**src/rtl/mult_seq_ctrl_pkg.sv**
```systemverilog
// Shared definitions for the EX-stage iterative multiplier.
//   state_t           : sequencer states (IDLE/RUN/DONE)
//   MUL_* constants   : RV32M `mul` encoding fields for the decoder and hazard unit
//   is_mul()          : decode helper returning 1 for a `mul` instruction word
package mult_seq_ctrl_pkg;

  typedef enum logic [1:0] {
    IDLE = 2'd0,
    RUN  = 2'd1,
    DONE = 2'd2
  } state_t;

  localparam logic [6:0] MUL_OPCODE = 7'b0110011;
  localparam logic [2:0] MUL_FUNCT3 = 3'b000;
  localparam logic [6:0] MUL_FUNCT7 = 7'b0000001;

  function automatic logic is_mul(input logic [31:0] instr);
    return (instr[6:0] == MUL_OPCODE) &&
           (instr[14:12] == MUL_FUNCT3) &&
           (instr[31:25] == MUL_FUNCT7);
  endfunction

endpackage

```
**src/rtl/mult_seq_ctrl_if.sv**
```systemverilog
// Handshake/data bundle between EX stage and the multiply sequencer.
//   start, flush          : EX -> sequencer (a `mul` in EX / kill in-flight op)
//   operand_a, operand_b  : forwarded EX operands (multiplicand, multiplier)
//   stall, busy           : sequencer -> hazard unit / status
//   result, result_valid  : sequencer -> EX result mux
// master = EX-stage side, slave = sequencer.
interface mult_seq_ctrl_if #(
  parameter int unsigned DATA_W = 32
);
  logic              start;
  logic              flush;
  logic [DATA_W-1:0] operand_a;
  logic [DATA_W-1:0] operand_b;
  logic              stall;
  logic              busy;
  logic [DATA_W-1:0] result;
  logic              result_valid;

  modport master (
    output start, flush, operand_a, operand_b,
    input  stall, busy, result, result_valid
  );

  modport slave (
    input  start, flush, operand_a, operand_b,
    output stall, busy, result, result_valid
  );
endinterface

```
**src/rtl/mult_seq_ctrl_step.sv**
```systemverilog
// mult_step: one partial-product accumulate step, purely combinational.
//   acc      : running accumulator
//   a        : multiplicand
//   b_chunk  : STEP_W-bit slice of the multiplier for this step
//   shift    : bit position of that slice within the multiplier
//   next_acc : acc + ((a * b_chunk) << shift), modulo 2^DATA_W
// Only the low DATA_W bits are kept throughout, which is all `mul` needs.
module mult_step #(
  parameter int unsigned DATA_W = 32,
  parameter int unsigned STEP_W = 8,
  parameter int unsigned SH_W   = $clog2(DATA_W)
) (
  input  logic [DATA_W-1:0] acc,
  input  logic [DATA_W-1:0] a,
  input  logic [STEP_W-1:0] b_chunk,
  input  logic [SH_W-1:0]   shift,
  output logic [DATA_W-1:0] next_acc
);
  logic [DATA_W-1:0] pp;

  always_comb begin
    pp       = a * DATA_W'(b_chunk);
    next_acc = acc + (pp << shift);
  end
endmodule

```
**src/rtl/mult_seq_ctrl.sv**
```systemverilog
// mult_seq_ctrl: sequencer for the EX-stage iterative multiplier (low 32 bits
// of RV32M `mul`). Operands are latched in IDLE, the product is built over
// STEPS RUN cycles (STEP_W multiplier bits each), and DONE presents a
// one-cycle result_valid pulse.
//   clk    : rising-edge clock
//   arst_n : asynchronous active-low reset
//   bus    : slave side of mult_seq_ctrl_if (start/flush/operands in,
//            stall/busy/result/result_valid out)
// DATA_W must be a multiple of STEP_W.
module mult_seq_ctrl
  import mult_seq_ctrl_pkg::*;
#(
  parameter int unsigned DATA_W = 32,
  parameter int unsigned STEP_W = 8
) (
  input  logic            clk,
  input  logic            arst_n,
  mult_seq_ctrl_if.slave  bus
);
  localparam int unsigned STEPS = DATA_W / STEP_W;
  localparam int unsigned CNT_W = (STEPS > 1) ? $clog2(STEPS) : 1;
  localparam int unsigned SH_W  = $clog2(DATA_W);

  state_t            state_q, state_d;
  logic [CNT_W-1:0]  count_q;
  logic [DATA_W-1:0] a_q, b_q, acc_q;
  logic [DATA_W-1:0] next_acc;
  logic [SH_W-1:0]   shift;
  logic [STEP_W-1:0] b_chunk;
  logic              accept;
  logic              last_step;

  // Bit offset of the current multiplier slice; selecting it with a right
  // shift avoids a variable-index part select.
  assign shift     = SH_W'(count_q) * SH_W'(STEP_W);
  assign b_chunk   = STEP_W'(b_q >> shift);
  assign last_step = (count_q == CNT_W'(STEPS - 1));
  assign accept    = (state_q == IDLE) && bus.start && !bus.flush;

  mult_step #(
    .DATA_W (DATA_W),
    .STEP_W (STEP_W),
    .SH_W   (SH_W)
  ) u_step (
    .acc      (acc_q),
    .a        (a_q),
    .b_chunk  (b_chunk),
    .shift    (shift),
    .next_acc (next_acc)
  );

  always_ff @(posedge clk or negedge arst_n) begin
    if (!arst_n) begin
      state_q <= IDLE;
    end else begin
      state_q <= state_d;
    end
  end

  always_comb begin
    state_d          = state_q;
    bus.stall        = 1'b0;
    bus.busy         = (state_q == RUN);
    bus.result_valid = (state_q == DONE);
    bus.result       = acc_q;

    unique case (state_q)
      IDLE: if (accept) state_d = RUN;
      RUN:  if (last_step) state_d = DONE;
      // start in DONE is still the instruction that just finished
      DONE: state_d = IDLE;
      default: state_d = IDLE;
    endcase

    if (bus.flush) begin
      state_d = IDLE;
    end else begin
      bus.stall = ((state_q == IDLE) && bus.start) || (state_q == RUN);
    end
  end

  always_ff @(posedge clk or negedge arst_n) begin
    if (!arst_n) begin
      count_q <= '0;
      a_q     <= '0;
      b_q     <= '0;
      acc_q   <= '0;
    end else if (bus.flush) begin
      count_q <= '0;
    end else if (accept) begin
      a_q     <= bus.operand_a;
      b_q     <= bus.operand_b;
      acc_q   <= '0;
      count_q <= '0;
    end else if (state_q == RUN) begin
      acc_q   <= next_acc;
      count_q <= last_step ? '0 : count_q + 1'b1;
    end
  end

endmodule

```
**src/flat_wrapper.sv**
```systemverilog
// flat-port wrapper written by rule: the top's interface ports become plain ports
module mult_seq_ctrl_flat import mult_seq_ctrl_pkg::*;
#(
  parameter int unsigned DATA_W = 32,
  parameter int unsigned STEP_W = 8
)
  (clk, arst_n, bus_start, bus_flush, bus_operand_a, bus_operand_b, bus_stall, bus_busy, bus_result, bus_result_valid);
  mult_seq_ctrl_if #(.DATA_W(DATA_W)) bus_i ();
  input  logic clk;
  input  logic arst_n;
  input wire logic [$bits(bus_i.start)-1:0] bus_start;
  input wire logic [$bits(bus_i.flush)-1:0] bus_flush;
  input wire logic [$bits(bus_i.operand_a)-1:0] bus_operand_a;
  input wire logic [$bits(bus_i.operand_b)-1:0] bus_operand_b;
  output wire logic [$bits(bus_i.stall)-1:0] bus_stall;
  output wire logic [$bits(bus_i.busy)-1:0] bus_busy;
  output wire logic [$bits(bus_i.result)-1:0] bus_result;
  output wire logic [$bits(bus_i.result_valid)-1:0] bus_result_valid;
  assign bus_i.start = bus_start;
  assign bus_i.flush = bus_flush;
  assign bus_i.operand_a = bus_operand_a;
  assign bus_i.operand_b = bus_operand_b;
  assign bus_stall = bus_i.stall;
  assign bus_busy = bus_i.busy;
  assign bus_result = bus_i.result;
  assign bus_result_valid = bus_i.result_valid;
  mult_seq_ctrl #(.DATA_W(DATA_W), .STEP_W(STEP_W)) u_core (.clk(clk), .arst_n(arst_n), .bus(bus_i));
endmodule
```
**config.mk**
```make
export PLATFORM = sky130hd
export DESIGN_NAME = mult_seq_ctrl_flat
export DESIGN_NICKNAME = d
export VERILOG_FILES = /design/src/rtl/mult_seq_ctrl_pkg.sv /design/src/rtl/mult_seq_ctrl_if.sv /design/src/rtl/mult_seq_ctrl_step.sv /design/src/rtl/mult_seq_ctrl.sv /design/src/flat_wrapper.sv
export SDC_FILE = /design/constraint.sdc
export NUM_CORES = 1
export LEC_CHECK = 0
export ABC_AREA = 1
export CAP_MARGIN = 10
export CORE_MARGIN = 4
export CORE_UTILIZATION = 55
export DETAILED_ROUTE_END_ITERATION = 6
export GPL_ROUTABILITY_DRIVEN = 0
export PLACE_DENSITY = 0.79
export SYNTH_ARGS = -nofsm -noshare
export SYNTH_HDL_FRONTEND = slang
export SYNTH_SLANG_ARGS = --single-unit
```
**constraint.sdc**
```tcl
create_clock -name clk -period 6.69 [get_ports clk]
set_input_delay 1.338 -clock clk [delete_from_list [all_inputs] [get_ports clk]]
set_output_delay 1.338 -clock clk [all_outputs]
set_load 0.05 [all_outputs]
```
### Word level (Yosys, flattened, before mapping)

Cells that the tools add are included.

* bits in registers: 100
* output and inout port bits: 35
* word-level logic and storage cells: 37

* add/subtract/negate cells: 2
* $mul: 1
* equality and inequality tests: 5
* shift operators: 2
* multiplexer cells: 11
* bitwise gates (word level): 1
* reduce and logical (&&, ||, !) cells: 10

Operators by type and width (count)
* 32-bit two-way mux: 2
* 32-bit adder: 1
* 32-bit by 8-bit multiplier with 32-bit output: 1
* 32-bit by 5-bit left shift with 32-bit output: 1
* 32-bit by 5-bit right shift with 8-bit output: 1
* 2-bit two-way mux: 7
* 3-bit by 2-bit inequality test with 1-bit output (second input constant): 2
* 2-bit AND reduction: 3
* 2-bit == test (second input constant): 2
* 2-bit case mux with 2 select lines: 1
* 3-bit nonzero test: 1
* 2-bit by 1-bit adder with 2-bit output (second input constant): 1
* 2-bit by 1-bit == test with 1-bit output (second input constant): 1
* 1-bit logical AND: 2
* 2-bit logical NOT: 1
* 2-bit nonzero test: 1
* 1-bit logical NOT: 1
* 1-bit logical OR: 1
* 1-bit two-way mux: 1
* 1-bit NOT: 1

### Longest topological paths before layout

Gate-level depths: netlist of the first run.

* depth in word-level cells: 6
* depth in mapped cells: 45
* gate-level depth less buffers: 42

### Hierarchy

Synthesis of the first run repeated with hierarchy kept, for this count alone.

* cells, all modules: 2296
* area, all modules: 15180.8 µm²

Modules (own cells, without submodules)
* mult_step: times used 1, cells an instance 1799, area an instance 10894.2 µm², seq. area each 0.0 µm²
* mult_seq_ctrl: times used 1, cells an instance 497, area an instance 4286.6 µm², seq. area each 2502.4 µm²

### Worst setup path before layout of the first run

No wires, ideal clock.

* path type: register -> register
* start: reg u_core.count_q[0]
* end: reg u_core.acc_q[25], in the netlist u_core.bus.result[25]
* arrival: 6403 ps
* data required time: 6567 ps
* path slack: 164 ps
* cell stages (with the launch flop): 41
* buffers on the path: 4
* period minus slack after synthesis: 6526 ps
* cell sequence: dfrtp_1 > buf_6 > buf_6 > nand2_1 > nand3_1 > nand2_1 > clkbuf_1 > clkbuf_1 > nor2_1 > fa_1 > fa_1 > fa_1 > inv_1 > fa_1 > inv_1 > ha_1 > a21oi_1 > o21ai_0 > [... 5 more ...] > or2_2 > o21ai_0 > inv_1 > nor2_1 > ha_1 > nand2_1 > nor2_1 > inv_1 > nor3_1 > nand2_1 > nand2_1 > a21boi_2 > o21bai_1 > nand2_1 > nand2_1 > a21oi_1 > o21ai_0 > nand2_1

* cells in the longest elaborated chain, start to end: 6

RTL lines
* start: declaration: line mult_seq_ctrl.sv:25 `logic [CNT_W-1:0] count_q;`
* start signal: assignment: line mult_seq_ctrl.sv:97 `count_q <= last_step ? '0 : count_q + 1'b1;`
* 32-bit by 5-bit right shift with 8-bit output: line mult_seq_ctrl.sv:36 `assign b_chunk = STEP_W'(b_q >> shift);`
* 32-bit by 8-bit multiplier with 32-bit output: line mult_seq_ctrl_step.sv:22 `pp = a * DATA_W'(b_chunk);`
* 32-bit by 5-bit left shift with 32-bit output (*): line mult_seq_ctrl_step.sv:23 `next_acc = acc + (pp << shift);`
* 32-bit adder (*): line mult_seq_ctrl_step.sv:23
* 32-bit two-way mux (*): line mult_seq_ctrl.sv:95 `end else if (state_q == RUN) begin`
* 32-bit two-way mux (*): line mult_seq_ctrl.sv:90 `end else if (accept) begin`
* end signal: assignment: line mult_seq_ctrl.sv:96 `acc_q <= next_acc;`
* end: declaration: line mult_seq_ctrl.sv:26 `logic [DATA_W-1:0] a_q, b_q, acc_q;`

Mark *: on every way between the ends. The rest lies on a longest branch, timed or not. The select of a mux whose other input is x is not followed.
A chain may end at the register's enable or synchronous reset.

### Worst setup path in the final report of the first run

* start: reg u_core.count_q[0]
* end: reg u_core.acc_q[29], in the netlist u_core.bus.result[29]

The elaborated chain is that of the path after synthesis.

==> reports/results.ini, run 1 <==
[clock_tree]
htreeDepth = 3
cts_root_buf = clkbuf_16
worstSkewPairLatency_ns = 0.37
cts.sinks = 100
numCtsBuffers = 9
clk_pin_slew_ns = 0.08
cts_buffer_depth = 2
cts_tree = done

[min_path]
hp-start = u_core.b_q[9]
holdPathEnd = u_core.b_q[9]
holdPathStages = 2
hp-class = register to register

[critical_path]
r2r_setup_slack_ns = -0.25
crit_path_frequent_cell = nand2_1
critPathMaxFanout = 12
end_kind = register
reg2reg_from = u_core.count_q[0]
r2r-end = u_core.bus.result[29]
critPathLaunchType = register
crit_arrival_ns = 7.20
r2r_cells = 36
critPathSlowestCell = fa_1
cp_slowest_stage_delay_ns = 0.54
cp.required_ns = 6.95
path_class = register to register

[final_layout]
antenna_cells = 0
multi_input_area_um2 = 10100
drive_above_1_share = 0.188
final_cell_mix = 404 x nand2_1, 249 x inv_1, 202 x nor2_1, 151 x fa_1, 101 x clkdlybuf4s50_1
area_growth_pct = 28.0
fill_cells = 1638
finalNetCount = 2201
seq_area_um2 = 2500
layout_commonest_cell = nand2_1

[routing]
drc_errors = 0
avgViaCountPerCell = 5.79
dr.pass1.iters = 6
wl_per_cell_um = 18.6
drt-met1-wl_um = 15500
drt_iter0_drc = 1450
dr_wl_met3_um = 4480
vias = 12839
top_layer = met4
antenna_left = 0
wl_um = 41200
wl_met2_um = 19200

[place]
place_hpwl_um = 28200
portBuffers = 102

[synthesis]
synthArstFlopShare = 1.00
yosys_warnings = 0
netlist_instances = 1736
synth-seq-cells = 100
synth.distinct_cells = 53
ys.flop_type = dfrtp_1
yosysSeqAreaShare = 0.196
synth_area_um2 = 12800
syn_avg_cell_area_um2 = 7.36
synth-edff-count = 0
synth_nets = 2036

[sta]
setup_viol = 12
layout_min_cycle_time_ns = 6.94
relSlewSlack = 0.415
hold_viol = 0
fmax_mhz = 144
rsz0062_at_grt = yes
fin_ws_ns = -0.249
drv_slew = 0
fin_crit_sh = 1.04
fin_setup_tns_ns = -1.49
finClkSkew_ns = 0.0112
max_slew.worst_pin.slew_ns = 0.877

[global_route]
grt_usage = 0.284
grt_pass1_wl_um = 59500
grt_max_degree = 90
grt-ovfl-total = 0
grt_pass1_vias = 12251
antenna_found_initial = 0

[die]
fp.dieW_um = 160
core_area_um2 = 22800
dieHeight_um = 160
placementRows = 55
die-area_um2 = 25700
initial_core_util = 0.561
ioPinCount = 103

[run]
maxCapViolations = 0

[status]
outcome = finished with violations
violations = negative setup slack

## logic make-up (layout without fill, tap and decap cells)
group | Yosys count | in the layout | share of synthesized area
buffers and inverters | 328 | 498 | 0.101
xor gates and xnor gates | 22 | 22 | 0.0157
AOI/OAI and AO/OA | 249 | 249 | 0.112
and+or+nand+nor | 805 | 805 | 0.257
DFF | 100 | 100 | 0.196
adders and majority gates | 232 | 232 | 0.319
## flip-flops by register name (all words and copies together) (netlist names)
signal and cells:
u_core.bus.result 32, u_core.b_q 32, u_core.state_q 2, u_core.count_q 2, u_core.a_q 32
## critical path, delay by kind of cell, from the launching register on
family	cells	cell delay [ns]
compound gates	8	1.24
buf+inv	6	0.66
flops	1	0.48
simple gates	16	1.84
fa+ha+maj	6	2.61
## what timing repair did
| action | in CTS | in global routing |
|---|---|---|
| endpoints found under the setup margin | 12 | 18 |
| gates resized for setup | 35 | 247 |
| pin swaps | 13 | 89 |
| cloned | 0 | 5 |
| setup buffers | 3 | 29 |
| hold buffers | 0 | 0 |
## synthesized netlist by cell type (3+ instances only)
cell type / n / area, um2
buf_6: 4 / 45.0
fa_1: 157 / 3140
o31ai_1: 9 / 67.6
o21a_1: 6 / 45.0
nor4_1: 4 / 25.0
xnor2_1: 6 / 52.6
nand2_2: 3 / 18.8
nand4_1: 8 / 50.1
a21boi_0: 4 / 30.0
nand2_1: 441 / 1660
xor2_1: 15 / 131
nand3_2: 14 / 140
clkbuf_1: 42 / 158
nor2_1: 252 / 946
nand3b_1: 5 / 37.5
a21o_1: 8 / 60.1
o21ai_0: 93 / 465
o21ai_1: 5 / 25.0
a31oi_1: 9 / 56.3
nor3_1: 11 / 55.1
nand3_1: 53 / 265
buf_2: 3 / 15.0
inv_2: 4 / 15.0
clkinv_1: 10 / 37.5
dfrtp_1: 100 / 2500
o21bai_1: 5 / 37.5
inv_1: 260 / 976
or2_2: 8 / 50.1
a21oi_1: 91 / 455
ha_1: 75 / 938
## area by class of cell
type / count / share of cell area
multi-input combinational: 1308 / 0.616
clock buffer: 9 / 0.0138
clock inverter: 7 / 0.00574
tap: 313 / 0.0239
sequential: 100 / 0.153
timing repair buffer: 206 / 0.122
inverter: 275 / 0.0641
timing repair inverter: 1 / 0.000689
## worst max-delay path by stage
| stage | from | end |
|---|---|---|
| finish | u_core.count_q[0] | u_core.bus.result[29] |
| global route | u_core.count_q[0] | u_core.bus.result[29] |
| CTS | u_core.count_q[0] | u_core.bus.result[28] |
| detailed placement | u_core.count_q[0] | u_core.bus.result[28] |
| global placement | u_core.count_q[0] | u_core.bus.result[25] |
| floorplan | u_core.count_q[0] | u_core.bus.result[25] |
## layer usage
metal,vias up,GRT usage
li1,5724,-
met1,6098,0.376
met2,817,0.451
met3,200,0.0749
met4,0,0.108
met5,-,0
## through the flow
stage                     hold slack (ns)  instance area, um2  setup slack, ns  instances  utilization
after global routing                0.518               16400           -0.459       2219        0.718
final                               0.481               16400           -0.249       2219        0.718
after global placement              0.459               14600          -0.0278       2166        0.639
after floorplan                     0.442               12800            0.164       1736            -
after detailed placement            0.461               14600           -0.239       2166        0.639
after CTS                           0.480               15000          -0.0341       2185        0.660
Power of run 1 is left out: the tool's default activity adds up to more than one toggle a clock period on the data nets, which glitch-free logic cannot reach.
==> run 2, diff against run 1 <==
--- a/config.mk
+++ b/config.mk
@@ -8,10 +8,10 @@
 export ABC_AREA = 1
 export CAP_MARGIN = 10
 export CORE_MARGIN = 4
-export CORE_UTILIZATION = 55
+export CORE_UTILIZATION = 45
 export DETAILED_ROUTE_END_ITERATION = 6
 export GPL_ROUTABILITY_DRIVEN = 0
-export PLACE_DENSITY = 0.79
+export PLACE_DENSITY = 0.67
 export SYNTH_ARGS = -nofsm -noshare
 export SYNTH_HDL_FRONTEND = slang
 export SYNTH_SLANG_ARGS = --single-unit
==> constraint.sdc (replaced) <==
create_clock -name clk -period 6.1 [get_ports clk]
set_input_delay 1.22 -clock clk [delete_from_list [all_inputs] [get_ports clk]]
set_output_delay 1.22 -clock clk [all_outputs]
set_load 0.05 [all_outputs]
==> run 2 against run 1 <==
The run still ends with negative setup slack left. Global-route usage shrank 2.2 points. Non-clock buffer count up 183. Via count increased by 1.7%. Cell area is 9.6% higher. Sequential cell count did not move. Sequential share of layout area is 1.3 points lower. Critical endpoint is now u_core.bus.result[25]. Highest routed layer unchanged.
==> reports/results.ini, run 2 (synthesis gave the netlist of run 1 again) <==
[global_route]
grt_max_degree = 90
grt_usage = 0.262
antenna_found_initial = 0
grt_pass1_wl_um = 65500
grt_pass1_vias = 13007
grt-ovfl-total = 0

[clock_tree]
postCtsHoldBufs = 0
cts.sinks = 100
cts_root_buf = clkbuf_16
cts_tree = done
worstSkewPairLatency_ns = 0.39
numCtsBuffers = 9
clk_pin_slew_ns = 0.09
cts_buffer_depth = 2
htreeDepth = 3

[sta]
relSlewSlack = 0.399
fin_crit_sh = 1.10
drv_slew = 0
timing.hold.ws_ns = 0.501
fmax_mhz = 149
fin_setup_tns_ns = -9.39
layout_min_cycle_time_ns = 6.71
hold_viol = 0
rsz0062_at_grt = yes
fin_ws_ns = -0.615
finClkSkew_ns = 0.0182
max_slew.worst_pin.slew_ns = 0.900
setup_viol = 21

[min_path]
hp-start = u_core.b_q[1]
hp-class = register to register

[routing]
avgViaCountPerCell = 5.29
wl_per_cell_um = 17.3
dr.pass1.iters = 6
drc_errors = 0
wl_um = 42600
drt_iter0_drc = 1025
antenna_left = 0
vias = 13061

[critical_path]
critPathSlowestCell = fa_1
crit_arrival_ns = 7.00
reg2reg_from = u_core.count_q[0]
critPathLaunchType = register
critPathMaxFanout = 7
crit_path_frequent_cell = nand2_1
cp.required_ns = 6.38
end_kind = register
path_class = register to register
startpoint = u_core.count_q[0]
cp_slowest_stage_delay_ns = 0.54

[status]
outcome = finished with violations
violations = negative setup slack

[final_layout]
final_cell_mix = 402 x nand2_1, 259 x buf_4, 241 x inv_1, 215 x nor2_1, 149 x fa_1
fill_cells = 2351
post-route-util = 0.642
postLayoutCellArea_um2 = 17900
finalNetCount = 2385
area_growth_pct = 40.2
seq_area_um2 = 2500
drive_above_1_share = 0.266
antenna_cells = 0
layout_commonest_cell = nand2_1
multi_input_area_um2 = 10200

[die]
initial_core_util = 0.457
ioPinCount = 103
fp.dieW_um = 177
die-area_um2 = 31200
core_area_um2 = 27900
dieHeight_um = 177
placementRows = 61

[place]
place_hpwl_um = 31000
dpl-instance-area_um2 = 16000
portBuffers = 102

[run]
maxCapViolations = 0

-- run 2: cell types whose count changed in the layout (fill, tap and decap cells not counted), moves of 5 or more --
cell     before  now
a21oi_1      68   63
buf_4        86  259
buf_6         5   12
inv_1       249  241
nor2_1      202  215
nor2_2       41   32
o21ai_0      69   59
o21ai_1      22   30
-- run 2: final cells by class --
type / instances / area share
multi-input cells: 1309 / 0.567
clock buffers: 10 / 0.0133
repair buffers: 389 / 0.191
repair inverters: 1 / 0.000489
well taps: 378 / 0.0264
inverters: 275 / 0.0590
clock inverters: 6 / 0.00251
flip-flops and latches: 100 / 0.140
-- run 2: worst paths after layout --
check,slack [ns],cells past startpoint,end
max in group asynchronous,4.06,2,u_core.count_q[0]
hold reg to reg,0.50,2,u_core.b_q[1]
min in group asynchronous,0.89,1,u_core.a_q[21]
setup / recovery,-0.61,39,u_core.bus.result[25]
hold / removal,0.50,2,u_core.b_q[1]
setup reg to reg,-0.61,39,u_core.bus.result[25]
-- run 2: worst max-delay path: cells and delay by family (launching register included) --
family,cells,cell delay [ns]
adders and majority gates,6,2.63
DFF,1,0.44
and+or+nand+nor,18,1.88
buffers and inverters,7,0.65
xor gates and xnor gates,1,0.26
AOI/OAI and AO/OA,7,0.77
-- run 2: timing repair --
item                       in CTS  in global routing
setup endpoints to repair      20                 22
gates cloned                    1                  5
resized for setup             134                163
buffers inserted               11                 27
pin swaps                      37                 61
-- run 2: stage by stage --
stage / setup WS [ns] / instances
floorplan: -0.00129 / 1736
global placement: -0.572 / 2408
detailed placement: -0.670 / 2408
CTS: -0.331 / 2436
global route: -0.933 / 2468
finish: -0.615 / 2468
-- run 2: routing by layer --
layer  part of all wire  global-route usage  wire (um)
met5                  0                   0          0
met4              0.031              0.0683       1340
met2               0.48               0.435      20300
met3              0.072              0.0403       3050
met1               0.42               0.362      17900
Power of run 2 is left out for the same reason.
